## src/rtl/washer_pkg.sv

```systemverilog
// Shared definitions for the washer front panel and controller.
//   mode_e        : wash mode coding shared with the washer controller
//   panel_state_e : front-panel FSM states (3-bit codes visible on state_o)
//   ctr_w()       : counter width helper for 0..n-1 counters (minimum 1 bit)
package washer_pkg;

  typedef enum logic [1:0] {
    M_NONE  = 2'b00,
    M_RINSE = 2'b01,
    M_WASH  = 2'b10,
    M_SPIN  = 2'b11
  } mode_e;

  typedef enum logic [2:0] {
    S_IDLE  = 3'd0,
    S_ARMED = 3'd1,
    S_RUN   = 3'd2,
    S_DONE  = 3'd3,
    S_ESTOP = 3'd4,
    S_PAUSE = 3'd5
  } panel_state_e;

  function automatic int unsigned ctr_w(input int unsigned n);
    return (n <= 1) ? 1 : $clog2(n);
  endfunction

endpackage

```

## src/rtl/washer_panel_ctrl_key_debounce.sv

```systemverilog
// key_debounce: synchroniser + debouncer for one active-low panel key.
//   clk, rst   : clock, asynchronous active-low reset
//   key_n      : raw asynchronous key, low = pressed
//   stable_o   : debounced key level (1 = released)
//   press_o    : one-clk pulse when the stable level falls 1->0
// Raw edge to press_o latency is 2 + DB_CYCLES clk cycles.
module key_debounce
  import washer_pkg::*;
#(
  parameter int unsigned DB_CYCLES = 20
) (
  input  logic clk,
  input  logic rst,
  input  logic key_n,
  output logic stable_o,
  output logic press_o
);

  localparam int unsigned CW = ctr_w(DB_CYCLES);
  localparam logic [CW-1:0] CNT_LAST = CW'(DB_CYCLES - 1);

  logic          sync1;
  logic          sync2;
  logic          stable_q;
  logic          press_q;
  logic [CW-1:0] cnt;

  always_ff @(posedge clk or negedge rst) begin
    if (!rst) begin
      sync1    <= 1'b1;
      sync2    <= 1'b1;
      stable_q <= 1'b1;
      press_q  <= 1'b0;
      cnt      <= '0;
    end else begin
      sync1   <= key_n;
      sync2   <= sync1;
      press_q <= 1'b0;
      if (sync2 == stable_q) begin
        cnt <= '0;
      end else if (cnt == CNT_LAST) begin
        // DB_CYCLES-th consecutive differing sample: accept the new level
        stable_q <= sync2;
        press_q  <= stable_q;
        cnt      <= '0;
      end else begin
        cnt <= cnt + 1'b1;
      end
    end
  end

  assign stable_o = stable_q;
  assign press_o  = press_q;

endmodule

```

## src/rtl/washer_panel_ctrl.sv

```systemverilog
// washer_panel_ctrl: front-panel command generator for the washer controller.
//   clk, rst      : clock, asynchronous active-low reset
//   key_select_n  : raw mode-select key (low = pressed)
//   key_start_n   : raw start key (low = pressed)
//   key_estop_n   : raw emergency key (low = pressed)
//   done_i        : wash-complete/alarm level from the controller
//   mode_o        : selected mode (00 none, 01 rinse, 10 wash, 11 spin)
//   start_o       : run request level
//   estop_n_o     : emergency to controller, active-low
//   sec_tick_o    : one-clk pulse every TICK_DIV cycles
//   beep_o        : beeper drive
//   state_o       : FSM state (debug)
// Optional build macro PANEL_PAUSE_EN: start press in RUN pauses the cycle.
module washer_panel_ctrl
  import washer_pkg::*;
#(
  parameter int unsigned DB_CYCLES = 20,
  parameter int unsigned TICK_DIV  = 1000,
  parameter int unsigned BEEP_SEC  = 3
) (
  input  logic       clk,
  input  logic       rst,
  input  logic       key_select_n,
  input  logic       key_start_n,
  input  logic       key_estop_n,
  input  logic       done_i,
  output logic [1:0] mode_o,
  output logic       start_o,
  output logic       estop_n_o,
  output logic       sec_tick_o,
  output logic       beep_o,
  output logic [2:0] state_o
);

  localparam int unsigned TW = ctr_w(TICK_DIV);
  localparam int unsigned BW = ctr_w(BEEP_SEC);
  localparam logic [TW-1:0] TICK_LAST = TW'(TICK_DIV - 1);
  localparam logic [BW-1:0] BEEP_LAST = BW'(BEEP_SEC - 1);

  logic sel_stable, sel_press;
  logic start_stable, start_press;
  logic estop_stable, estop_press;
  logic unused_keys;

  key_debounce #(.DB_CYCLES(DB_CYCLES)) u_db_select (
    .clk      (clk),
    .rst      (rst),
    .key_n    (key_select_n),
    .stable_o (sel_stable),
    .press_o  (sel_press)
  );

  key_debounce #(.DB_CYCLES(DB_CYCLES)) u_db_start (
    .clk      (clk),
    .rst      (rst),
    .key_n    (key_start_n),
    .stable_o (start_stable),
    .press_o  (start_press)
  );

  key_debounce #(.DB_CYCLES(DB_CYCLES)) u_db_estop (
    .clk      (clk),
    .rst      (rst),
    .key_n    (key_estop_n),
    .stable_o (estop_stable),
    .press_o  (estop_press)
  );

  assign unused_keys = ^{sel_stable, start_stable, estop_press};

  // Free-running second tick, independent of the FSM
  logic [TW-1:0] tick_cnt;
  logic          tick_q;

  always_ff @(posedge clk or negedge rst) begin
    if (!rst) begin
      tick_cnt <= '0;
      tick_q   <= 1'b0;
    end else if (tick_cnt == TICK_LAST) begin
      tick_cnt <= '0;
      tick_q   <= 1'b1;
    end else begin
      tick_cnt <= tick_cnt + 1'b1;
      tick_q   <= 1'b0;
    end
  end

  // Registered compare of done_i gives the rising-edge detect
  logic done_q;
  logic done_rise;

  always_ff @(posedge clk or negedge rst) begin
    if (!rst) done_q <= 1'b0;
    else      done_q <= done_i;
  end

  assign done_rise = done_i & ~done_q;

  panel_state_e  state, state_next;
  mode_e         mode_q, mode_next, mode_inc;
  logic [BW-1:0] beep_cnt, beep_cnt_next;

  always_ff @(posedge clk or negedge rst) begin
    if (!rst) begin
      state    <= S_IDLE;
      mode_q   <= M_NONE;
      beep_cnt <= '0;
    end else begin
      state    <= state_next;
      mode_q   <= mode_next;
      beep_cnt <= beep_cnt_next;
    end
  end

  always_comb begin
    state_next    = state;
    mode_next     = mode_q;
    beep_cnt_next = beep_cnt;
    mode_inc      = mode_e'(mode_q + 2'd1);

    if (!estop_stable) begin
      // Emergency overrides every other event in the same cycle
      state_next = S_ESTOP;
    end else begin
      case (state)
        S_IDLE: begin
          if (sel_press) begin
            mode_next  = M_RINSE;
            state_next = S_ARMED;
          end
        end
        S_ARMED: begin
          if (start_press) begin
            state_next = S_RUN;
          end else if (sel_press) begin
            mode_next = mode_inc;
            if (mode_inc == M_NONE) state_next = S_IDLE;
          end
        end
        S_RUN: begin
          if (done_rise) begin
            state_next    = S_DONE;
            beep_cnt_next = '0;
          end
`ifdef PANEL_PAUSE_EN
          else if (start_press) begin
            state_next = S_PAUSE;
          end
`endif
        end
        S_DONE: begin
          if (tick_q) begin
            if (beep_cnt == BEEP_LAST) begin
              state_next    = S_IDLE;
              mode_next     = M_NONE;
              beep_cnt_next = '0;
            end else begin
              beep_cnt_next = beep_cnt + 1'b1;
            end
          end
        end
        S_ESTOP: begin
          // Only reached with the stable key released
          if (start_press) begin
            state_next = S_IDLE;
            mode_next  = M_NONE;
          end
        end
`ifdef PANEL_PAUSE_EN
        S_PAUSE: begin
          if (start_press) state_next = S_RUN;
        end
`endif
        default: begin
          state_next = S_IDLE;
          mode_next  = M_NONE;
        end
      endcase
    end
  end

  assign mode_o     = mode_q;
  assign start_o    = (state == S_RUN);
  assign estop_n_o  = (state == S_ESTOP) ? estop_stable : 1'b1;
  assign beep_o     = (state == S_DONE);
  assign sec_tick_o = tick_q;
  assign state_o    = state;

endmodule

```

## config.mk

```make
export PLATFORM = sky130hd
export DESIGN_NAME = washer_panel_ctrl
export DESIGN_NICKNAME = d
export VERILOG_FILES = /design/src/rtl/washer_pkg.sv /design/src/rtl/washer_panel_ctrl_key_debounce.sv /design/src/rtl/washer_panel_ctrl.sv
export SDC_FILE = /design/constraint.sdc
export NUM_CORES = 1
export LEC_CHECK = 0
export BUFFER_PORTS_ARGS = -buffer_cell sky130_fd_sc_hd__buf_2
export CELL_PAD_IN_SITES_DETAIL_PLACEMENT = 0
export CELL_PAD_IN_SITES_GLOBAL_PLACEMENT = 1
export CORE_MARGIN = 3
export CORE_UTILIZATION = 47
export DETAILED_ROUTE_END_ITERATION = 12
export GPL_TIMING_DRIVEN = 1
export PLACE_DENSITY = 0.8
export SKIP_LAST_GASP = 1
export SLEW_MARGIN = 20
export SYNTH_ARGS = -nofsm -noshare
export SYNTH_HDL_FRONTEND = slang
export SYNTH_SLANG_ARGS = --single-unit
```

## constraint.sdc

```tcl
create_clock -name clk -period 1.9 [get_ports clk]
set_input_delay 0.285 -clock clk [delete_from_list [all_inputs] [get_ports clk]]
set_output_delay 0.285 -clock clk [all_outputs]
set_load 0.02 [all_outputs]
```

---- Yosys cells after proc, flatten, opt, wreduce, memory -nomap -nowiden ----
Cells that the tools add are included.
word-level totals
  output and inout bits ................... 9
  bits in read-only memories .............. 0
  logic and storage cells ................. 101
  memory bits (writable) .................. 0
  memories ................................ 0
  input bits .............................. 6
  latch bits .............................. 0
  register bits after elaboration ......... 45
cells by class
  order comparisons ....................... 0
  shift-type cells ........................ 0
  reductions and logical operators ........ 9
  bitwise operators ....................... 6
  add/sub/neg operators ................... 6
  div/mod/pow operators ................... 0
  multiplexer cells ....................... 34
  equality and inequality tests ........... 26
  $mul .................................... 0
operators by type and width
  cell                                                             number
  5-bit two-way mux                                                6
  3-bit two-way mux                                                9
  2-bit two-way mux                                                9
  5-bit by 1-bit adder with 5-bit output, second input constant    3
  5-bit == test, second input constant                             3
  3-bit != test, second input constant                             5
  3-bit case mux with 5 select lines                               1
  2-bit by 1-bit != test with 1-bit output, second input constant  6
  10-bit by 1-bit adder with 10-bit output, second input constant  1
  10-bit == test, second input constant                            1
  10-bit two-way mux                                               1
  2-bit case mux with 5 select lines                               1
  4-bit != test, second input constant                             2
  8-bit AND reduction                                              1
  7-bit AND reduction                                              1
  3-bit by 2-bit == test with 1-bit output, second input constant  2
  1-bit two-way mux                                                6
  2-bit AND reduction                                              3
  1-bit NOT                                                        5
  2-bit by 1-bit adder with 2-bit output, second input constant    2
  2-bit case mux with 2 select lines                               1
  4-bit AND reduction                                              1
  1-bit == test                                                    3
  3-bit by 1-bit == test with 1-bit output, second input constant  1
  other kinds (7)                                                  7

---- Depth between registers and ports, before layout ----
  depth in word-level cells ............... 7
  mapped depth ............................ 6

---- By module ----
A second synthesis with hierarchy kept.
unflattened totals
  cell total of the unflattened synthesis .. 181
  area, all modules ....................... 2095.8 µm²
modules (own cells, without submodules)
  module             instances  cells an instance  sequential area each (µm²)  area an instance (µm²)
  key_debounce       3          29                 229.0                       379.1
  washer_panel_ctrl  1          94                 475.5                       958.4

---- Worst setup path before layout ----
Ideal clock, no wire load.
  kind .................................... reg-to-reg
  start ................................... register state[1] (netlist: state_o[1])
  end ..................................... register mode_q[0] (netlist: mode_o[0])
  stages on the path, launching flop included .. 6
  data arrival time ....................... 1.610 ns
  required time ........................... 1.772 ns
  setup slack ............................. 0.162 ns
  library setup time ...................... 0.128 ns
  cell sequence ........................... dfrtp_1 buf_6 or4b_4 o311ai_2 nor3_2 mux2_1
between the ends
  longest elaborated chain between the ends .. 3
  elaborated cells between the ends (all ways) .. 14
RTL lines
  what                                                              RTL line                  source
  start: declaration                                                washer_panel_ctrl.sv:99   panel_state_e state, state_next;
  start signal: assignment                                          washer_panel_ctrl.sv:109  state <= state_next;
  3-bit by 1-bit == test with 1-bit output (tied with other cells)  washer_panel_ctrl.sv:125  case (state)
  2-bit != test (no line) (tied with other cells)                   --
  8-bit AND reduction (no line)                                     --
  end signal: assignment                                            washer_panel_ctrl.sv:110  mode_q <= mode_next;
  end: declaration                                                  washer_panel_ctrl.sv:100  mode_e mode_q, mode_next, mode_inc;
Parallel ways exist; a longest one is shown, timed or not.
A chain may end at the register's enable or synchronous reset.

---- Worst setup path in the final report ----
  start ................................... register state[0] (netlist: state_o[0])
  end ..................................... output estop_n_o
between the ends
  longest elaborated chain between the ends .. 2
RTL lines
  what               RTL line                  source
  3-bit == test      washer_panel_ctrl.sv:184  assign estop_n_o = (state == S_ESTOP) ? estop_stable : 1'b1;
  1-bit two-way mux  washer_panel_ctrl.sv:184
  end: declaration   washer_panel_ctrl.sv:29   output logic estop_n_o,
No other way between the ends.

==> impl_metrics.csv <==
group,metric,value,unit
logic_synthesis,synth_top_area_frac,0.453,
routing,drc,0,
timing,tightest_slew,795,ps
power,pwr-share-seq,0.604,
global_route,grt_pass1_vias,1277,
timing,slew_headroom,0.470,
global_route,antenna_found_initial,0,
routing,finalWirelength,3080,um
place,place_congestion,0.826,
timing,hold_violations,0,
setup_path,reg2reg_depth,4,
global_route,grt_use_total,0.139,
timing,fin_skew,6.70,ps
place,dp_hpwl,2250,um
power,p_per_area,742,mW/mm^2
cells_and_area,final_area,0.00223,sq mm
logic_synthesis,syn-instance-count,171,
setup_path,arrival,1530,ps
timing,min_period,1810,ps
die,start_util,0.491,
power,clkPwrFrac,0.360,
routing,via_per_inst,5.08,
global_route,gr-total-overflow,0,
setup_path,path_class,"flip-flop to output port",
min_path,hold_class,"input pin to asynchronous set/reset pin",
power,p_int,1.30,mW
cells_and_area,area_delta_synth_final,12.3,%
clock_tree,cts_resized,0,
routing,first_pass_iters,2,
clock_tree,cts-root-buf,"clkbuf_8",
cells_and_area,seqCellArea,0.00114,sq mm
power,switching_share,0.213,
setup_path,crit_path_max_fanout,9,
logic_synthesis,avgSynthCellArea,11.6,sq um
timing,finalSetupTns,0,ps
global_route,grt_pass1_wl,5470,um
timing,rsz0062_at_grt,"false",
power,power_switching,0.353,mW
cells_and_area,nFillCells,341,
routing,antenna_left,0,
timing,setup_viol,0,
logic_synthesis,ys_top_cells_by_area,"dfrtp_1 45%, dfstp_2 12%, nor2_1 4.5%",
clock_tree,ctsHoldBuffers,0,
logic_synthesis,synth-edff-count,0,
setup_path,critical_path_depth,4,
setup_path,slowest_stage,"dfrtp_2",
timing,setup_slack,85.2,ps
cells_and_area,layout-drive-gt1-share,0.237,
setup_path,slowest_delay,450,ps
run_status,status,"finished clean",
timing,whs,76.9,ps
job,cap_viol_max_count,0,
clock_tree,clockBufferDepth,2,
power,vdd.ir_drop.worst,396,uV
cells_and_area,multi_input_area,820,sq um
power,p_comb_frac,0.036,
place,placed_area,0.00214,sq mm
clock_tree,clkTransAtPathRegs,80,ps
die,die_area,0.00505,sq mm
cells_and_area,n_antenna_cell,0,
setup_path,worstPathRequired,1620,ps
logic_synthesis,ys.flop_type,"dfrtp_1",
setup_path,worstPathCellList,"buf_4, nand2b_1, or3_1, buf_2",
logic_synthesis,ys_warn_count,0,
setup_path,startpoint_type,"flip-flop",
die,pin_count,15,
setup_path,r2r_start,"state_o[1]$_DFFE_PN0P_",
setup_path,critical-path-top-delay-family,"flip-flops",
die,die_h,71.1,um
die,core-area,0.00406,sq mm
timing,fin_crit_sh,0.955,
timing,maxSlewViolCount,0,
place,placedCellCount,236,
cells_and_area,fin_util,0.551,
logic_synthesis,synth_seq_cells,45,
logic_synthesis,yosysSeqAreaShare,0.571,
clock_tree,clk_latency,290,ps
clock_tree,cts_max_level,2,
place,io_buffer_count,14,
cells_and_area,nNetsFinal,204,
clock_tree,post-cts-setup-buffers,0,
clock_tree,cts_buffers,5,
routing,vias,1240,
clock_tree,cts_num_sinks,45,
setup_path,rr_endpoint,"mode_o[0]$_DFFE_PN0P_",
routing,wl_per_cell,12.6,um
logic_synthesis,async_flop_share,1.00,
setup_path,rrSetupSlack,240,ps
die,die_w,71.1,um
place,dpl_worst_slack,199,ps
power,p_total,1.66,mW
setup_path,critPathBufInv,2,
logic_synthesis,synth_area_leader_cell,"dfrtp_1",
cells_and_area,final_cell_mix,"34 x dfrtp_1, 24 x nor2_1, 14 x buf_2",
logic_synthesis,synth.distinct_cells,38,
cells_and_area,instances_no_fill,244,
die,num_rows,23,
setup_path,cp-end-kind,"output port",
logic_synthesis,synth_nets,182,
timing,fmax,551,MHz
logic_synthesis,syn_area,0.00199,sq mm
cells_and_area,final_common_cell,"dfrtp_1",
global_route,grt_max_degree,39,
clock_tree,cts_tree,"yes",
power,leakage,1.02,nW
routing,first_iter_violations,36,
## Yosys cell counts, drive strengths merged, types with 2 or more instances
| master | number |
|---|---|
| a21oi | 2 |
| and2 | 3 |
| clkbuf | 3 |
| dfrtp | 36 |
| dfstp | 9 |
| ha | 5 |
| inv | 3 |
| mux2 | 6 |
| mux2i | 3 |
| nand2 | 10 |
| nand2b | 5 |
| nand3 | 12 |
| nand3b | 2 |
| nor2 | 24 |
| nor2b | 2 |
| nor3 | 5 |
| nor3b | 4 |
| o21ai | 2 |
| xnor2 | 9 |
| xor2 | 10 |
## worst register-to-register path, stage by stage, from the launching register on
cell      delay [ps]
dfrtp_2          470
or4b_4           570
o311ai_2         100
nor3_2            80
mux2_1           320
## power by group through the flow
stage / clock [mW] / sequential [mW] / combinational [mW]
after floorplan: 0 / 1.02 / 0.0291
after global placement: 0 / 1.02 / 0.0598
after detailed placement: 0 / 1.02 / 0.0626
after CTS: 0.627 / 1.00 / 0.0630
after global routing: 0.657 / 1.01 / 0.0724
final: 0.596 / 1.00 / 0.0601
## logic make-up (layout without fill, tap and decap cells)
logic type | Yosys count | after routing | share of synthesized area
xor gates and xnor gates | 19 | 19 | 0.0836
AOI/OAI and AO/OA | 11 | 11 | 0.0516
buffers and inverters | 7 | 30 | 0.0170
DFF | 45 | 45 | 0.571
and+or+nand+nor | 75 | 75 | 0.196
muxes | 9 | 9 | 0.0490
adders and majority gates | 5 | 5 | 0.0314
## state kept, by name, indices dropped and copies added, names as in the netlist
| name | cells |
|---|---|
| u_db_estop.sync2 | 1 |
| u_db_select.sync2 | 1 |
| u_db_select.cnt | 5 |
| u_db_select.sync1 | 1 |
| u_db_start.press_o | 1 |
| state_o | 3 |
| u_db_select.stable_o | 1 |
| u_db_estop.stable_o | 1 |
| sec_tick_o | 1 |
| beep_cnt | 2 |
| u_db_start.sync1 | 1 |
| u_db_start.sync2 | 1 |
| done_q | 1 |
| u_db_start.stable_o | 1 |
| u_db_estop.sync1 | 1 |
| tick_cnt | 10 |
| mode_o | 2 |
| u_db_select.press_o | 1 |
| u_db_start.cnt | 5 |
| u_db_estop.cnt | 5 |
## per-layer routing
| metal | part of all wire | GRT usage | up-vias |
|---|---|---|---|
| li1 | - | - | 624 |
| met1 | 0.47 | 0.168 | 599 |
| met2 | 0.48 | 0.228 | 15 |
| met3 | 0.043 | 0.0483 | 2 |
| met4 | 0.0078 | 0.0564 | 0 |
| met5 | 0 | 0 | - |
## worst max path at each step
stage	end	slack (ps)	start
floorplan	mode_o[0]$_DFFE_PN0P_	160	state_o[1]$_DFFE_PN0P_
global placement	mode_o[1]$_DFFE_PN0P_	250	state_o[1]$_DFFE_PN0P_
detailed placement	mode_o[0]$_DFFE_PN0P_	200	state_o[1]$_DFFE_PN0P_
CTS	estop_n_o	60	state_o[0]$_DFFE_PN0P_
global route	estop_n_o	20	state_o[0]$_DFFE_PN0P_
finish	estop_n_o	90	state_o[0]$_DFFE_PN0P_
## area by class of cell
| cell class | count | share of cell area |
|---|---|---|
| Tap cell | 50 | 0.0280 |
| Timing Repair Buffer | 19 | 0.0482 |
| Multi-Input combinational cell | 119 | 0.367 |
| Inverter | 3 | 0.00504 |
| Clock buffer | 7 | 0.0386 |
| Sequential cell | 45 | 0.510 |
| Clock inverter | 1 | 0.00336 |
(Power assumes the default switching activity.)
